File: src/rtl/nmr_bstrm_seq_ctrl.sv
// Pulse-program sequencer feeding nmr_bstrm_simp_dpath: plays a preloaded entry table
// a programmable number of times through a START/DONE handshake with the datapath.
module nmr_bstrm_seq_ctrl #(
    parameter int DATA_WIDTH = 32,
    parameter int MUX_WIDTH  = 16,
    parameter int ADDR_WIDTH = 6,
    parameter int REP_WIDTH  = 16,
    localparam int ENT_W     = 1 + 4 + (MUX_WIDTH - 1) + DATA_WIDTH
) (
    input  logic                  CLK,
    input  logic                  RST,
    input  logic                  prog_we,
    input  logic [ADDR_WIDTH-1:0] prog_addr,
    input  logic [ENT_W-1:0]      prog_wdata,
    input  logic [ADDR_WIDTH:0]   prog_len,
    input  logic [REP_WIDTH-1:0]  rep_cnt,
    input  logic                  GO,
    input  logic                  ABORT,
    output logic                  BUSY,
    output logic                  SEQ_DONE,
    output logic [ADDR_WIDTH-1:0] cur_idx,
    output logic [REP_WIDTH-1:0]  cur_rep,
    output logic                  START,
    input  logic                  DPATH_RDY,
    input  logic                  DONE,
    output logic [DATA_WIDTH-1:0] data,
    output logic                  PLS_POL,
    output logic [3:0]            mux_sel,
    output logic [MUX_WIDTH-2:0]  mux_in
);

    localparam int DEPTH = 2 ** ADDR_WIDTH;
    localparam logic [ADDR_WIDTH:0] DEPTH_L = (ADDR_WIDTH + 1)'(DEPTH);
    localparam int MI_LO = DATA_WIDTH;
    localparam int MS_LO = DATA_WIDTH + MUX_WIDTH - 1;

    typedef enum logic [2:0] {
        IDLE     = 3'd0,
        FETCH    = 3'd1,
        LOAD     = 3'd2,
        WAIT_RDY = 3'd3,
        RUN      = 3'd4,
        NEXT     = 3'd5
    } state_t;

    state_t state_reg, state_next;

    logic [ENT_W-1:0]      mem [DEPTH];
    logic [ENT_W-1:0]      ram_q;

    logic [ADDR_WIDTH:0]   len_reg, len_next;
    logic [REP_WIDTH-1:0]  reps_reg, reps_next;
    logic [ADDR_WIDTH-1:0] idx_reg, idx_next;
    logic [REP_WIDTH-1:0]  rep_reg, rep_next;
    logic                  start_reg, start_next;
    logic                  seq_done_reg, seq_done_next;
    logic [DATA_WIDTH-1:0] data_reg, data_next;
    logic                  pol_reg, pol_next;
    logic [3:0]            sel_reg, sel_next;
    logic [MUX_WIDTH-2:0]  min_reg, min_next;

    logic                  busy;
    logic                  go_ok;
    logic                  more_idx;
    logic                  more_rep;
    logic [ADDR_WIDTH:0]   len_clamped;

    assign busy        = (state_reg != IDLE);
    assign go_ok       = (prog_len != '0) && (rep_cnt != '0);
    assign len_clamped = (prog_len > DEPTH_L) ? DEPTH_L : prog_len;
    assign more_idx    = ({1'b0, idx_reg} < (len_reg - 1'b1));
    assign more_rep    = (rep_reg < (reps_reg - 1'b1));

    // Table storage is left out of reset so it maps onto block RAM and survives RST.
    always_ff @(posedge CLK) begin
        if (prog_we && !busy)
            mem[prog_addr] <= prog_wdata;
        if (state_reg == FETCH)
            ram_q <= mem[idx_reg];
    end

    always_ff @(posedge CLK or negedge RST) begin
        if (!RST) begin
            state_reg    <= IDLE;
            len_reg      <= '0;
            reps_reg     <= '0;
            idx_reg      <= '0;
            rep_reg      <= '0;
            start_reg    <= 1'b0;
            seq_done_reg <= 1'b0;
            data_reg     <= '0;
            pol_reg      <= 1'b0;
            sel_reg      <= '0;
            min_reg      <= '0;
        end else begin
            state_reg    <= state_next;
            len_reg      <= len_next;
            reps_reg     <= reps_next;
            idx_reg      <= idx_next;
            rep_reg      <= rep_next;
            start_reg    <= start_next;
            seq_done_reg <= seq_done_next;
            data_reg     <= data_next;
            pol_reg      <= pol_next;
            sel_reg      <= sel_next;
            min_reg      <= min_next;
        end
    end

    always_comb begin
        state_next = state_reg;
        unique case (state_reg)
            IDLE:     if (GO && go_ok) state_next = FETCH;
            FETCH:    state_next = LOAD;
            LOAD:     state_next = WAIT_RDY;
            WAIT_RDY: if (DPATH_RDY) state_next = RUN;
            RUN:      if (DONE) state_next = NEXT;
            NEXT:     state_next = (more_idx || more_rep) ? FETCH : IDLE;
            default:  state_next = IDLE;
        endcase
        if (ABORT && busy)
            state_next = IDLE;
    end

    always_comb begin
        len_next      = len_reg;
        reps_next     = reps_reg;
        idx_next      = idx_reg;
        rep_next      = rep_reg;
        start_next    = start_reg;
        seq_done_next = 1'b0;
        data_next     = data_reg;
        pol_next      = pol_reg;
        sel_next      = sel_reg;
        min_next      = min_reg;
        // Abort freezes everything except START so the dpath sees a clean stop.
        if (ABORT && busy) begin
            start_next = 1'b0;
        end else begin
            unique case (state_reg)
                IDLE: begin
                    if (GO) begin
                        len_next  = len_clamped;
                        reps_next = rep_cnt;
                        if (go_ok) begin
                            idx_next = '0;
                            rep_next = '0;
                        end else begin
                            seq_done_next = 1'b1;
                        end
                    end
                end
                LOAD: begin
                    data_next = ram_q[DATA_WIDTH-1:0];
                    min_next  = ram_q[MS_LO-1:MI_LO];
                    sel_next  = ram_q[MS_LO+3:MS_LO];
                    pol_next  = ram_q[ENT_W-1];
                end
                WAIT_RDY: if (DPATH_RDY) start_next = 1'b1;
                RUN:      if (DONE) start_next = 1'b0;
                NEXT: begin
                    if (more_idx) begin
                        idx_next = idx_reg + 1'b1;
                    end else if (more_rep) begin
                        idx_next = '0;
                        rep_next = rep_reg + 1'b1;
                    end else begin
                        seq_done_next = 1'b1;
                    end
                end
                default: ;
            endcase
        end
    end

    assign BUSY     = busy;
    assign SEQ_DONE = seq_done_reg;
    assign cur_idx  = idx_reg;
    assign cur_rep  = rep_reg;
    assign START    = start_reg;
    assign data     = data_reg;
    assign PLS_POL  = pol_reg;
    assign mux_sel  = sel_reg;
    assign mux_in   = min_reg;

endmodule
File: config.mk
export PLATFORM = sky130hd
export DESIGN_NAME = nmr_bstrm_seq_ctrl
export DESIGN_NICKNAME = d
export VERILOG_FILES = /design/src/rtl/nmr_bstrm_seq_ctrl.sv
export SDC_FILE = /design/constraint.sdc
export NUM_CORES = 2
export LEC_CHECK = 0
export ABC_AREA = 1
export ABC_CLOCK_PERIOD_IN_PS = 5100
export CORE_MARGIN = 3
export CORE_UTILIZATION = 40
export CTS_CLUSTER_SIZE = 14
export DETAILED_ROUTE_END_ITERATION = 10
export SLEW_MARGIN = 20
export SYNTH_ARGS = -nofsm -noshare
export SYNTH_HDL_FRONTEND = slang
export SYNTH_SLANG_ARGS = --single-unit
File: constraint.sdc
create_clock -name CLK -period 5.1 [get_ports CLK]
set_input_delay 1.02 -clock CLK [delete_from_list [all_inputs] [get_ports CLK]]
set_output_delay 1.02 -clock CLK [all_outputs]
set_load 0.01 [all_outputs]
== Word-level counts from Yosys, hierarchy flattened ==
Memories as Yosys holds them, arrays and structs flattened. A register that Yosys moved wholly into a read port is not among the register bits.
Cells that the tools add are included.

* $add $sub $neg: 4
* Multiply operators: 0
* Div/mod/pow operators: 0
* Magnitude comparators: 3
* Equality and inequality tests: 13
* Shift operators: 0
* Muxes and demuxes: 29
* Bitwise logic cells: 1
* Reduce and logical (&&, ||, !) cells: 18

{| class="wikitable"
|+ Operators by type and width
! cell !! count
|-
| 16-bit two-way mux || 4
|-
| 16-bit one-hot mux with 2 select lines || 1
|-
| 6-bit two-way mux || 4
|-
| 3-bit one-hot mux with 6 select lines || 1
|-
| 16-bit by 1-bit adder with 16-bit output, second input constant || 1
|-
| 16-bit < comparator || 1
|-
| 16-bit nonzero test || 1
|-
| 16-bit by 1-bit subtractor with 16-bit output, second input constant || 1
|-
| 3-bit two-way mux || 4
|-
| 3-bit != test, second input constant || 4
|-
| 6-bit one-hot mux with 2 select lines || 1
|-
| 1-bit two-way mux || 11
|-
| 3-bit AND reduction || 3
|-
| 2-bit != test, second input constant || 4
|-
| 7-bit > comparator, second input constant || 1
|-
| 6-bit by 7-bit < comparator with 1-bit output || 1
|-
| 7-bit two-way mux || 1
|-
| 7-bit nonzero test || 1
|-
| 7-bit by 1-bit subtractor with 7-bit output, second input constant || 1
|-
| 6-bit by 1-bit adder with 6-bit output, second input constant || 1
|-
| 3-bit by 2-bit equality test with 1-bit output, second input constant || 2
|-
| 3-bit equality test, second input constant || 2
|-
| 6-bit AND reduction || 1
|-
| 3-bit nonzero test || 2
|-
| other kinds (10) || 14
|}

* Register bits after elaboration: 102
* Bits in latches: 0
* Memory bits (writable): 3328
* Bits in read-only memories: 0
* Input port bits: 88
* Output and inout port bits: 77
* Logic and storage cells: 80
* Memories kept: 1

{| class="wikitable"
|+ Memories
! memory !! depth !! width !! read ports !! clocked after Yosys merged registers in !! wr ports !! RTL line !! text
|-
| mem || 64 || 52 || 1 || 1 || 1 || 48 || <nowiki>logic [ENT_W-1:0] mem [DEPTH];</nowiki>
|}

== Depth between registers and ports, before layout ==
* Word-level depth: 6
* Gate-level depth with buffers: 21
* Mapped depth without buffers: 20

== Worst setup path before layout ==
No wires, ideal clock.

* Path kind: input to register
* Start point: input prog_addr[2]
* End point: memory mem[12][0] in the netlist's numbering, enable pin
* Library setup time: 0.462 ns
* Data arrival time: 3.768 ns
* Data required time: 4.638 ns
* Setup slack: 0.870 ns
* Stages: 5
* Buffers on the path: 0
* Cells stage by stage: inv_1 > or2_2 > nor2_1 > nand2_1 > nor2_1

{| class="wikitable"
|+ RTL lines
! element !! RTL line !! text
|-
| start, declared || 13 || <nowiki>input logic [ADDR_WIDTH-1:0] prog_addr,</nowiki>
|-
| end, declared || 48 ||
|}

Straight into the memory's write port.

== Final worst setup path ==
* Start point: register idx_reg[1], in the netlist cur_idx[1]
* End point: output cur_idx[1]

{| class="wikitable"
|+ RTL lines
! element !! RTL line !! text
|-
| start, declared || 53 || <nowiki>logic [ADDR_WIDTH-1:0] idx_reg, idx_next;</nowiki>
|-
| start signal, assigned || 99 || <nowiki>idx_reg <= idx_next;</nowiki>
|-
| end, declared || 21 || <nowiki>output logic [ADDR_WIDTH-1:0] cur_idx,</nowiki>
|}

No word-level cell between the ends.

==> impl_metrics.yaml <==
die:
  die_area_um2: 349000
  io_pins: 165
  fp.dieH_um: 591
  fp-row-count: 214
  coreArea_um2: 340000
  die_w_um: 591
  floorplan.initialDensity_pct: 40.2
global_route:
  track_usage_pct: 24.9
  grt_pass1_wl_mm: 634
  use_met2_pct: 38.2
  use_met1_pct: 34.7
  grt_most_used_layer: "met2"
  grt_pass1_vias: 86500
  grt-ovfl-total: 0
  use_met3_pct: 4.33
  grt_max_degree: 164
  antenna_found_initial: 34
cts:
  cts.sinks: 3482
  numCtsBuffers: 358
  clk_pin_slew_ns: 0.06
  htreeDepth: 5
  clk_latency_ns: 0.96
  cts_setup_buffers: 0
  cts-hold-fix-buffers: 0
  cts_resized: 0
  cts_root_buffer: "clkbuf_16"
  tritoncts: "yes"
  cts_buffer_depth: 4
worst_setup_path:
  cp-start-kind: "flop"
  crit_family: "buffers and inverters"
  slowest_stage: "dfrtp_4"
  endpoint_kind: "output pin"
  worstSetupPathType: "reg2out"
  path_max_fanout: 72
  reg2reg_to: "ram_q[4]"
  path_buf_inv: 2
  crit_chain: "buf_12 -> clkdlybuf4s50_1"
  arrival_ns: 3.01
  critical_path.max_stage_delay_ns: 0.96
  ff2ff_path_depth: 9
  critPathRequiredTime_ns: 4.08
  ff2ff_setup_slack_ns: 1.19
  r2r-start: "cur_idx[0]"
yosys:
  synth_area_per_cell_um2: 13.2
  yosys-top-cells-area: "edfxtp_1 (74%), nor2_1 (5.5%), o21ai_0 (5.1%), nand3_1 (2.2%), nand2_1 (2.1%)"
  synth_top_area_share_pct: 74.2
  syn_nets: 10500
  yosysTopAreaCell: "edfxtp_1"
  ys_async_sr_fraction_pct: 2.93
  synth_edf_count: 3380
  syn-cell-area_um2: 137000
  syn_inst: 10400
  ys_seq_area_share_pct: 76.0
  ys_types: 37
  ys.warnings.count: 0
  synth-seq-cells: 3482
  synth_flop_cell: "edfxtp_1"
timing:
  rsz0062_at_grt: "no"
  fmax_ghz: 0.248
  final.setup.worst_slack_ns: 1.07
  maxSlewViolCount: 0
  max_slew_margin_pct: 25.5
  hold_slack_ns: 0.0615
  hold_viol: 0
  finalSetupViolCount: 0
  fin_setup_tns_ns: 0
  fin_crit_ns: 4.03
  clock_skew_ns: 0.0487
  worstMarginPinSlew_ns: 1.12
  fin_crit_sh_pct: 79.1
layout:
  syn2layout_area_growth_pct: 14.7
  final_util_pct: 46.1
  largest_register_ffs: 3328
  drive_gt1_share_pct: 9.45
  final_nets: 10600
route:
  wl_per_cell_um: 29.0
  drc_errors: 0
  routed_wirelength_mm: 446
  ant_nets: 1
  avgViaCountPerCell: 5.91
  drt_iter0_drc: 13000
  dr.pass1.iters: 7
  vias: 90900
power_and_ir_drop:
  ir_drop_mv: 0.276
  powerDensity_nw_per_um2: 411
  cellLeakagePower_nw: 51.3
  p_total_mw: 64.5
run_status:
  status: "complete, but fails checks"
  violations: "antenna rules"
hold_path:
  hold_path_class: "in2async"
place:
  io_buffers: 164
  gp_congestion: 0.871
  dp_slack_ns: 1.07
  dp_hpwl_mm: 252
job:
  drv_cap: 0
## Yosys cell counts (all sizes together), types with 24 or more instances
library cell / number
ha: 24
nand4: 25
o21ai: 1607
o211ai: 332
dfrtp: 102
xor2: 26
nand2: 773
a21oi: 203
o22ai: 361
inv: 59
mux2: 52
clkbuf: 448
edfxtp: 3380
buf: 265
nand3: 600
nor2: 2021
o221ai: 84
## final cells by class
type                            count  area, um2
Sequential cell                  3482     104000
Inverter                           62        283
Antenna cell                       32       80.1
Tap cell                         4536       5680
Clock inverter                    214       2240
Multi-Input combinational cell   6148      30100
Fill cell                       29600     183000
Timing Repair Buffer              472       5090
Clock buffer                      440       9420
## power by group
group          switching [mW]  internal, mW  total [mW]
clock                    11.3          14.9        26.2
sequential              0.511          32.1        32.6
combinational            4.01          1.68        5.68
total                    15.8          48.7        64.5
## cell usage in the layout (no fill, tap or decap), drive strengths merged, types with 18 or more instances in the layout
cell type | Yosys | routed
o211ai | 332 | 332
nand4 | 25 | 25
o221ai | 84 | 84
edfxtp | 3380 | 3380
o22ai | 361 | 361
nor3 | 18 | 18
clkdlybuf4s50 | 0 | 111
o21ai | 1607 | 1607
nor2 | 2021 | 2021
clkinv | 3 | 149
buf | 265 | 361
ha | 24 | 24
mux2 | 52 | 52
dfrtp | 102 | 102
bufinv | 0 | 33
nand3 | 600 | 600
xor2 | 26 | 26
clkbuf | 448 | 440
a21oi | 203 | 203
inv | 59 | 80
diode | 0 | 32
nand2 | 773 | 773
## worst register-to-register path: stages, from the launching register on
cell	delay, ns
dfrtp_4	0.71
inv_8	0.45
buf_12	0.34
buf_4	0.59
nor2_1	0.10
o211ai_1	0.24
nand3_1	0.11
nand4_1	0.24
nand3_1	0.29
nand2_1	0.55
## logic make-up (layout without fill, tap and decap cells)
group	after synthesis	after routing	share of synthesized area, %
XOR/XNOR	30	30	0.192
AO/OA/AOI/OAI	2592	2592	10.7
buffers and inverters	775	1188	2.38
other	0	32	0
AND/OR/NAND/NOR	3450	3450	10.1
flip-flops	3482	3482	76.0
adder cells (fa/ha/maj)	24	24	0.219
multiplexers	52	52	0.428
## worst max-delay path by stage
| stage | from | to | slack, ns | depth (start not counted) |
|---|---|---|---|---|
| 6_report | cur_idx[1] | cur_idx[1] | 1.07 | 2 |
| 5_1_grt | reps_reg[2] | cur_rep[13] | 0.79 | 16 |
| 3_3_place_gp | prog_addr[2] | mem[5][34] | 1.03 | 7 |
| 3_5_place_dp | prog_addr[3] | mem[39][21] | 1.07 | 5 |
| 2_1_floorplan | prog_addr[2] | mem[12][0] | 0.87 | 5 |
| 4_1_cts | cur_idx[0] | cur_idx[0] | 0.92 | 2 |
## layer usage
metal | up-vias | wire length [um]
met3 | 866 | 45100
met4 | 12 | 22600
met2 | 5235 | 202000
met1 | 46000 | 177000
met5 | - | 61
li1 | 38800 | -
## stage by stage
step,instance area (um2),std cells
floorplan,137000,10400
global route,157000,15400
detailed placement,145000,14700
global placement,145000,14700
CTS,157000,15400
finish,157000,15400
Note: power is estimated with default switching activity, not from simulation.
